### src/rtl/sdram_wr_data_path.sv
// sdram_wr_data_path: buffers registered host write words and byte masks in a
// small FIFO and replays one burst onto the SDRAM DQ/DQM pins per WRITE strobe.
module sdram_wr_data_path #(
  parameter int data_size = 32,
  parameter int dqm_size  = 4,
  parameter int fifo_aw   = 3
) (
  input  logic                 clk0,
  input  logic                 reset,
  input  logic                 wr_valid,
  output logic                 wr_ready,
  input  logic [data_size-1:0] datain2,
  input  logic [dqm_size-1:0]  dm_in,
  input  logic                 wr_start,
  input  logic [2:0]           burst_code,
  input  logic                 clr_err,
  output logic [data_size-1:0] dq_out,
  output logic                 dq_oe,
  output logic [dqm_size-1:0]  dqm_out,
  output logic                 wr_busy,
  output logic [fifo_aw:0]     fifo_count,
  output logic                 underrun,
  output logic                 start_err
);

  localparam int depth = 2 ** fifo_aw;
  localparam logic [fifo_aw:0] full_count = {1'b1, {fifo_aw{1'b0}}};

  typedef enum logic [1:0] {IDLE, BURST, TURN} state_t;

  state_t state, state_nx;
  logic [2:0] beat_cnt, beat_cnt_nx;
  logic [2:0] beats_m1;
  logic       beat;
  logic       start_err_evt;

  logic [dqm_size+data_size-1:0] mem [depth];
  logic [fifo_aw-1:0] wptr, rptr;
  logic               push, pop, fifo_empty;

  assign wr_ready   = (fifo_count != full_count);
  assign fifo_empty = (fifo_count == '0);
  assign push       = wr_valid && wr_ready;
  assign pop        = beat && !fifo_empty;
  assign wr_busy    = (state != IDLE);

  // Burst length code to (beats - 1); codes above 3 saturate at 8 beats
  always_comb begin
    beats_m1 = 3'd7;
    case (burst_code)
      3'd0:    beats_m1 = 3'd0;
      3'd1:    beats_m1 = 3'd1;
      3'd2:    beats_m1 = 3'd3;
      default: beats_m1 = 3'd7;
    endcase
  end

  // Sequencer: 'beat' marks an edge that loads a beat into the pin registers,
  // so the first beat lands on the pins the cycle after wr_start is sampled
  always_comb begin
    state_nx      = state;
    beat_cnt_nx   = beat_cnt;
    beat          = 1'b0;
    start_err_evt = 1'b0;
    case (state)
      IDLE: begin
        if (wr_start) begin
          beat        = 1'b1;
          beat_cnt_nx = beats_m1;
          state_nx    = BURST;
        end
      end
      BURST: begin
        start_err_evt = wr_start;
        if (beat_cnt == 3'd0) begin
          state_nx = TURN;
        end else begin
          beat        = 1'b1;
          beat_cnt_nx = beat_cnt - 3'd1;
        end
      end
      TURN: begin
        start_err_evt = wr_start;
        state_nx      = IDLE;
      end
      default: state_nx = IDLE;
    endcase
  end

  // State and beat counter registers
  always_ff @(posedge clk0) begin
    if (reset) begin
      state    <= IDLE;
      beat_cnt <= 3'd0;
    end else begin
      state    <= state_nx;
      beat_cnt <= beat_cnt_nx;
    end
  end

  // FIFO pointers and occupancy; a full FIFO refuses pushes even when popping
  always_ff @(posedge clk0) begin
    if (reset) begin
      wptr       <= '0;
      rptr       <= '0;
      fifo_count <= '0;
    end else begin
      if (push) wptr <= wptr + 1'b1;
      if (pop)  rptr <= rptr + 1'b1;
      case ({push, pop})
        2'b10:   fifo_count <= fifo_count + 1'b1;
        2'b01:   fifo_count <= fifo_count - 1'b1;
        default: fifo_count <= fifo_count;
      endcase
    end
  end

  // FIFO storage holds {mask, data}; contents need no reset
  always_ff @(posedge clk0) begin
    if (push) mem[wptr] <= {dm_in, datain2};
  end

  // Pin registers: an empty FIFO at a beat drives a fully masked zero word
  always_ff @(posedge clk0) begin
    if (reset) begin
      dq_out  <= '0;
      dq_oe   <= 1'b0;
      dqm_out <= '0;
    end else if (beat) begin
      dq_oe <= 1'b1;
      if (pop) begin
        {dqm_out, dq_out} <= mem[rptr];
      end else begin
        dq_out  <= '0;
        dqm_out <= '1;
      end
    end else begin
      dq_oe   <= 1'b0;
      dqm_out <= '0;
    end
  end

  // Sticky error flags; a new event wins over a simultaneous clear
  always_ff @(posedge clk0) begin
    if (reset) begin
      underrun  <= 1'b0;
      start_err <= 1'b0;
    end else begin
      underrun  <= (beat && fifo_empty) || (underrun && !clr_err);
      start_err <= start_err_evt || (start_err && !clr_err);
    end
  end

endmodule

### config.mk
export PLATFORM = sky130hd
export DESIGN_NAME = sdram_wr_data_path
export DESIGN_NICKNAME = d
export VERILOG_FILES = /design/src/rtl/sdram_wr_data_path.sv
export SDC_FILE = /design/constraint.sdc
export NUM_CORES = 1
export LEC_CHECK = 0
export CAP_MARGIN = 20
export CORE_AREA = 2 2 130 259
export DETAILED_ROUTE_END_ITERATION = 6
export DIE_AREA = 0 0 132 261
export GPL_TIMING_DRIVEN = 0
export PLACE_DENSITY_LB_ADDON = 0.15
export SLEW_MARGIN = 5
export SYNTH_ARGS = -nofsm -noshare
export SYNTH_HDL_FRONTEND = slang
export SYNTH_SLANG_ARGS = --single-unit
### constraint.sdc
create_clock -name clk0 -period 6.95 [get_ports clk0]
set_input_delay 1.39 -clock clk0 [delete_from_list [all_inputs] [get_ports clk0]]
set_output_delay 1.39 -clock clk0 [all_outputs]
set_load 0.02 [all_outputs]
* Word level (Yosys, flattened, before mapping)
Memories as Yosys holds them, arrays and structs flattened. A register that Yosys moved wholly into a read port is not among the register bits. Index checks and enable logic that the tools add are counted.
Word-level totals: register bits after elaboration 54, RAM bits 288, memories 1, bits of input ports 44, output and inout port bits 45, logic and storage cells 66
Memory list:
- mem | depth 8, width 36, rd ports 1, clocked after Yosys merged registers in 1, write ports 1, RTL line 37 | logic [dqm_size+data_size-1:0] mem [depth];
Cells by class: reduce and logical (&&, ||, !) cells 20, equal/unequal tests 10, muxes and demuxes 19, bitwise gates (word level) 1, add/subtract/negate cells 5
Operators with widths (number):
- $mux W32 | 1
- $mux W3 | 4
- $pmux W3 S3 | 1
- $pmux W4 S2 | 1
- $add A3 B1 Y3 const B | 2
- $logic_not A3 Y1 | 2
- $mux W1 | 6
- $ne A2 B2 Y1 const B | 3
- $pmux W3 S2 | 1
- $reduce_bool A2 Y1 | 3
- $logic_and A1 B1 Y1 | 5
- $add A4 B1 Y4 const B | 1
- $eq A2 B1 Y1 const B | 2
- $eq A2 B2 Y1 const B | 2
- $logic_not A4 Y1 | 1
- $mux W2 | 2
- $mux W4 | 1
- $ne A4 B4 Y1 const B | 1
- $pmux W2 S2 | 1
- $reduce_or A2 Y1 | 2
- $sub A4 B1 Y4 const B | 1
- $eq A3 B1 Y1 const B | 1
- $eq A3 B2 Y1 const B | 1
- $reduce_and A3 Y1 | 1
- other kinds (7) | 9

* Depth between registers and ports, before layout
depth after elaboration 6, mapped depth 12, gate-level depth less buffers 12

* Least setup slack after synthesis
Ideal clock, no wire load.
kind input-to-reg, start input port wr_valid, end memory mem[0][0] (netlist bit) (enable), setup time 519 ps, data required time 6431 ps, arrival time 4947 ps, path buffers 0, path slack 1484 ps, cell stages on the path 2, cells stage by stage nand2_2 nor4_1
On the way: cells in the longest elaborated chain, start to end 3
RTL lines:
- from (decl) | RTL line 10 | input logic wr_valid,
- $logic_and A1 B1 Y1 | RTL line 43 | assign push = wr_valid && wr_ready;
- $mux W1 | RTL line 120 | if (push) mem[wptr] <= {dm_in, datain2};
- $mux W1 (not written as such) | RTL line 120
- to (decl) | RTL line 37
Every way passes these cells.

* Worst setup path in the final report
start register fifo_count[0], end output port wr_ready
On the way: cells in the longest elaborated chain, start to end 1
RTL lines:
- from (decl) | RTL line 21 | output logic [fifo_aw:0] fifo_count,
- from (signal assigned) | RTL line 111 | 2'b10: fifo_count <= fifo_count + 1'b1;
- from (signal assigned) | RTL line 112 | 2'b01: fifo_count <= fifo_count - 1'b1;
- from (signal assigned) | RTL line 113 | default: fifo_count <= fifo_count;
- $ne A4 B4 Y1 | RTL line 41 | assign wr_ready = (fifo_count != full_count);
- to (decl) | RTL line 11 | output logic wr_ready,
Every way passes these cells.

==> key figures <==
Worst setup path
  • RR Endpoint: fifo_count[3]$_SDFFE_PP0P_
  • Worst r2r path cells: 9
  • Slowest CP cell: or4b_2
  • Crit. End Element: primary output
  • Kind of critical path: reg -> out
  • Crit start category: flop
  • Reg2reg start: beat_cnt[0]$_SDFFE_PP0P_
  • Worst path max stage delay: about 0.68 ns
  • Worst EP arrival: 2.36 ns
  • Reg2Reg Setup Slack: about 4.0 ns
  • Worst EP required: between 5 and 6 ns
  • Peak fanout along the critical path: 7
  • CP cell instances: or4b_2, clkbuf_1, clkdlybuf4s50_1

GRT
  • First-pass GRT wire length: 40.99 mm
  • Overall Global Routing Usage: 0.1582
  • Largest net degree at the start of global routing: 22
  • Antenna violations before repair: 0
  • GRT overflow: 0
  • Vias in the first global route: 6560

Route
  • DRC errors left: 0
  • WL/cell: ~22 um
  • Post-route ant nets: 0
  • Drt first pass iters: 5
  • Total Wirelength: between 20 and 30 mm
  • DR vias/cell: about 5.1
  • Total number of vias: 6303
  • Starting DRC count in detailed routing: 490

STA
  • Worst Tran Pin Value: just over 0.9 ns
  • FMAX: 266.7 MHz
  • Max-slew headroom: 0.3748
  • Slew Viols, Final: 0
  • # setup viols final: 0
  • Final min period: between 3 and 4 ns
  • Final worst setup slack: 3.200 ns
  • Final Hold Violating Endpoints: 0
  • Period utilization: 0.5396
  • RSZ-0062 raised after global routing: no
  • Worst hold slack: ~0.47 ns
  • Final Skew: 0.01286 ns

Floorplanning
  • I/O Pins: 89
  • Core Box Area: roughly 33000 um^2
  • Die X: about 130 um
  • Die area: around 34000 um^2
  • FP Rows: 94
  • Chip Height: between 200 and 300 um
  • Starting Density: 0.4045

Synth
  • Area leader, netlist: edfxtp_1
  • Post-Syn Area: around 13000 um^2
  • Top cells by count, synth: edfxtp_1 (288), dfxtp_1 (57), mux4_1 (47), mux2_2 (33), a22o_1 (32)
  • Syn_nets: 676
  • Syn Area/Cell: 21.22 um^2
  • Post-synth ARST share: 0
  • Yosys top cell area share: 0.6563
  • Yosys warns: 0
  • Cell count after synthesis: between 600 and 700
  • Distinct cell type count after synthesis: 39
  • Top post-synthesis cells by area: edfxtp_1 (66%), mux4_1 (9.4%), dfxtp_1 (8.7%), mux4_2 (4.3%), mux2_2 (2.8%)
  • Post-synthesis sequential area ratio: 0.7429
  • Number of synthesized flops with an enable pin: approximately 290
  • Primary FF master, synth: edfxtp_1
  • Flops & latches, synth: approximately 350
  • Most frequent cell after synthesis: edfxtp_1

Worst hold path
  • Worst hold path type: reg -> reg
  • Min-delay src: beat_cnt[2]$_SDFFE_PP0P_
  • Hold Crit Endpoint: beat_cnt[2]$_SDFFE_PP0P_
  • Hold path cells: 2

CTS
  • Root buf cell: clkbuf_16
  • Post-CTS setup buffers: 0
  • Clk pin slew, worst setup/hold paths: 0.06 ns
  • Clk_lat worst skew: 0.56 ns
  • CTS tree: built
  • CTS Hold Bufs: 0
  • Longest Clk Path Bufs: 3
  • Clock buffer count from CTS: 31
  • H-tree levels: 1
  • CTS resizes: 0
  • Sink Count: 345

Cells and area
  • Ant diodes: 0
  • Area added between synthesis and finish: 20.95%
  • Register area: between 9000 and 10000 um^2
  • Final cell count without fillers: roughly 1200
  • Area of the multi-input gates: 3184 um^2
  • Final nets: 828
  • Fin area: 15940 um^2
  • Filler instances: around 2700
  • Share of layout cells above drive strength 1: 0.2095

Place
  • Setup WS pre-CTS: approximately 3 ns
  • HPWL after DPL: 17.65 mm
  • Placed cell count: ~1200
  • Port Buffer Count: slightly below 90
  • RD Place Congestion: between 0.6 and 0.7
  • Area post-placement: approximately 15000 um^2

Run
  • Max cap viols: 0

Power and ir drop
  • Leak: approximately 5.2 nW
  • Pwr/cell area: about 350 nW/um^2
  • Peak VDD IR: between 200 and 250 uV

Status
  • Status: finished clean
## cell type report
cell class | count | share of cell area
Timing Repair Buffer | 119 | 0.07418
Clock inverter | 15 | 0.009577
Tap cell | 432 | 0.03391
Multi-Input combinational cell | 239 | 0.1998
Sequential cell | 345 | 0.6142
Inverter | 7 | 0.001648
Buffer | 30 | 0.01421
Clock buffer | 42 | 0.05252
## logic make-up after synthesis
group | Yosys count | synth area share
AO/OA/AOI/OAI | 60 | 0.03599
XOR/XNOR | 7 | 0.004653
adder cells (fa/ha/maj) | 11 | 0.01044
buffers and inverters | 37 | 0.01918
flip-flops | 345 | 0.7429
multiplexers | 107 | 0.1662
AND/OR/NAND/NOR | 54 | 0.02070
## power by group
part           switching, mW  leakage (nW)  internal (mW)
registers             0.0936          3.08           2.45
logic                  0.654          1.67          0.630
clock network          0.720         0.477          0.953
## through the flow
| step | util | total power [mW] | TNS (ns) |
|---|---|---|---|
| 2_1_floorplan | - | 3.377 | 0 |
| 3_3_place_gp | 0.4481 | 3.844 | -318.58 |
| 3_5_place_dp | 0.4589 | 3.890 | 0 |
| 4_1_cts | 0.4892 | 5.572 | 0 |
| 5_1_grt | 0.4892 | 5.745 | 0 |
| 6_report | 0.4892 | 5.499 | 0 |
## state kept, by name, summed over array words and instances (netlist names), named ones only
register and cells:
mem 288, dq_out 32, dqm_out 4, fifo_count 4
beat_cnt 3, rptr 3, wptr 3, state 2
dq_oe 1, start_err 1, underrun 1
## layout by cell type, fill, tap and decap left out, types with 13 or more instances in the layout
cell type        count
clkbuf_16           31
buf_4               19
clkdlybuf4s50_1     88
edfxtp_1           288
dfxtp_1             57
mux4_2              25
mux2_2              33
buf_6               15
clkbuf_1            18
nor2_1              13
mux4_1              47
a22o_1              32
## how the worst max path moves through the flow
stage / depth (start not counted) / slack (ns) / to / start
floorplan: 2 / 1.48 / mem[0][0]$_DFFE_PP_ / wr_valid
global placement: 3 / -3.67 / mem[0][30]$_DFFE_PP_ / wr_valid
detailed placement: 7 / 2.95 / mem[4][1]$_DFFE_PP_ / wr_valid
CTS: 3 / 3.16 / wr_ready / fifo_count[0]$_SDFFE_PP0P_
global route: 3 / 3.11 / wr_ready / fifo_count[0]$_SDFFE_PP0P_
finish: 3 / 3.20 / wr_ready / fifo_count[0]$_SDFFE_PP0P_
## worst max-delay path, delay by kind of cell (launching register included)
| kind | cells | cell delay (ns) |
|---|---|---|
| and+or+nand+nor | 1 | 0.68 |
| DFF | 1 | 0.37 |
| buffers and inverters | 2 | 0.75 |
## routing by layer
layer | global-route usage | part of all wire
met5 | 0 | 0
met4 | 0.04046 | 0.016
met3 | 0.02245 | 0.041
met2 | 0.2766 | 0.51
met1 | 0.2088 | 0.43
(Power assumes the default switching activity.)
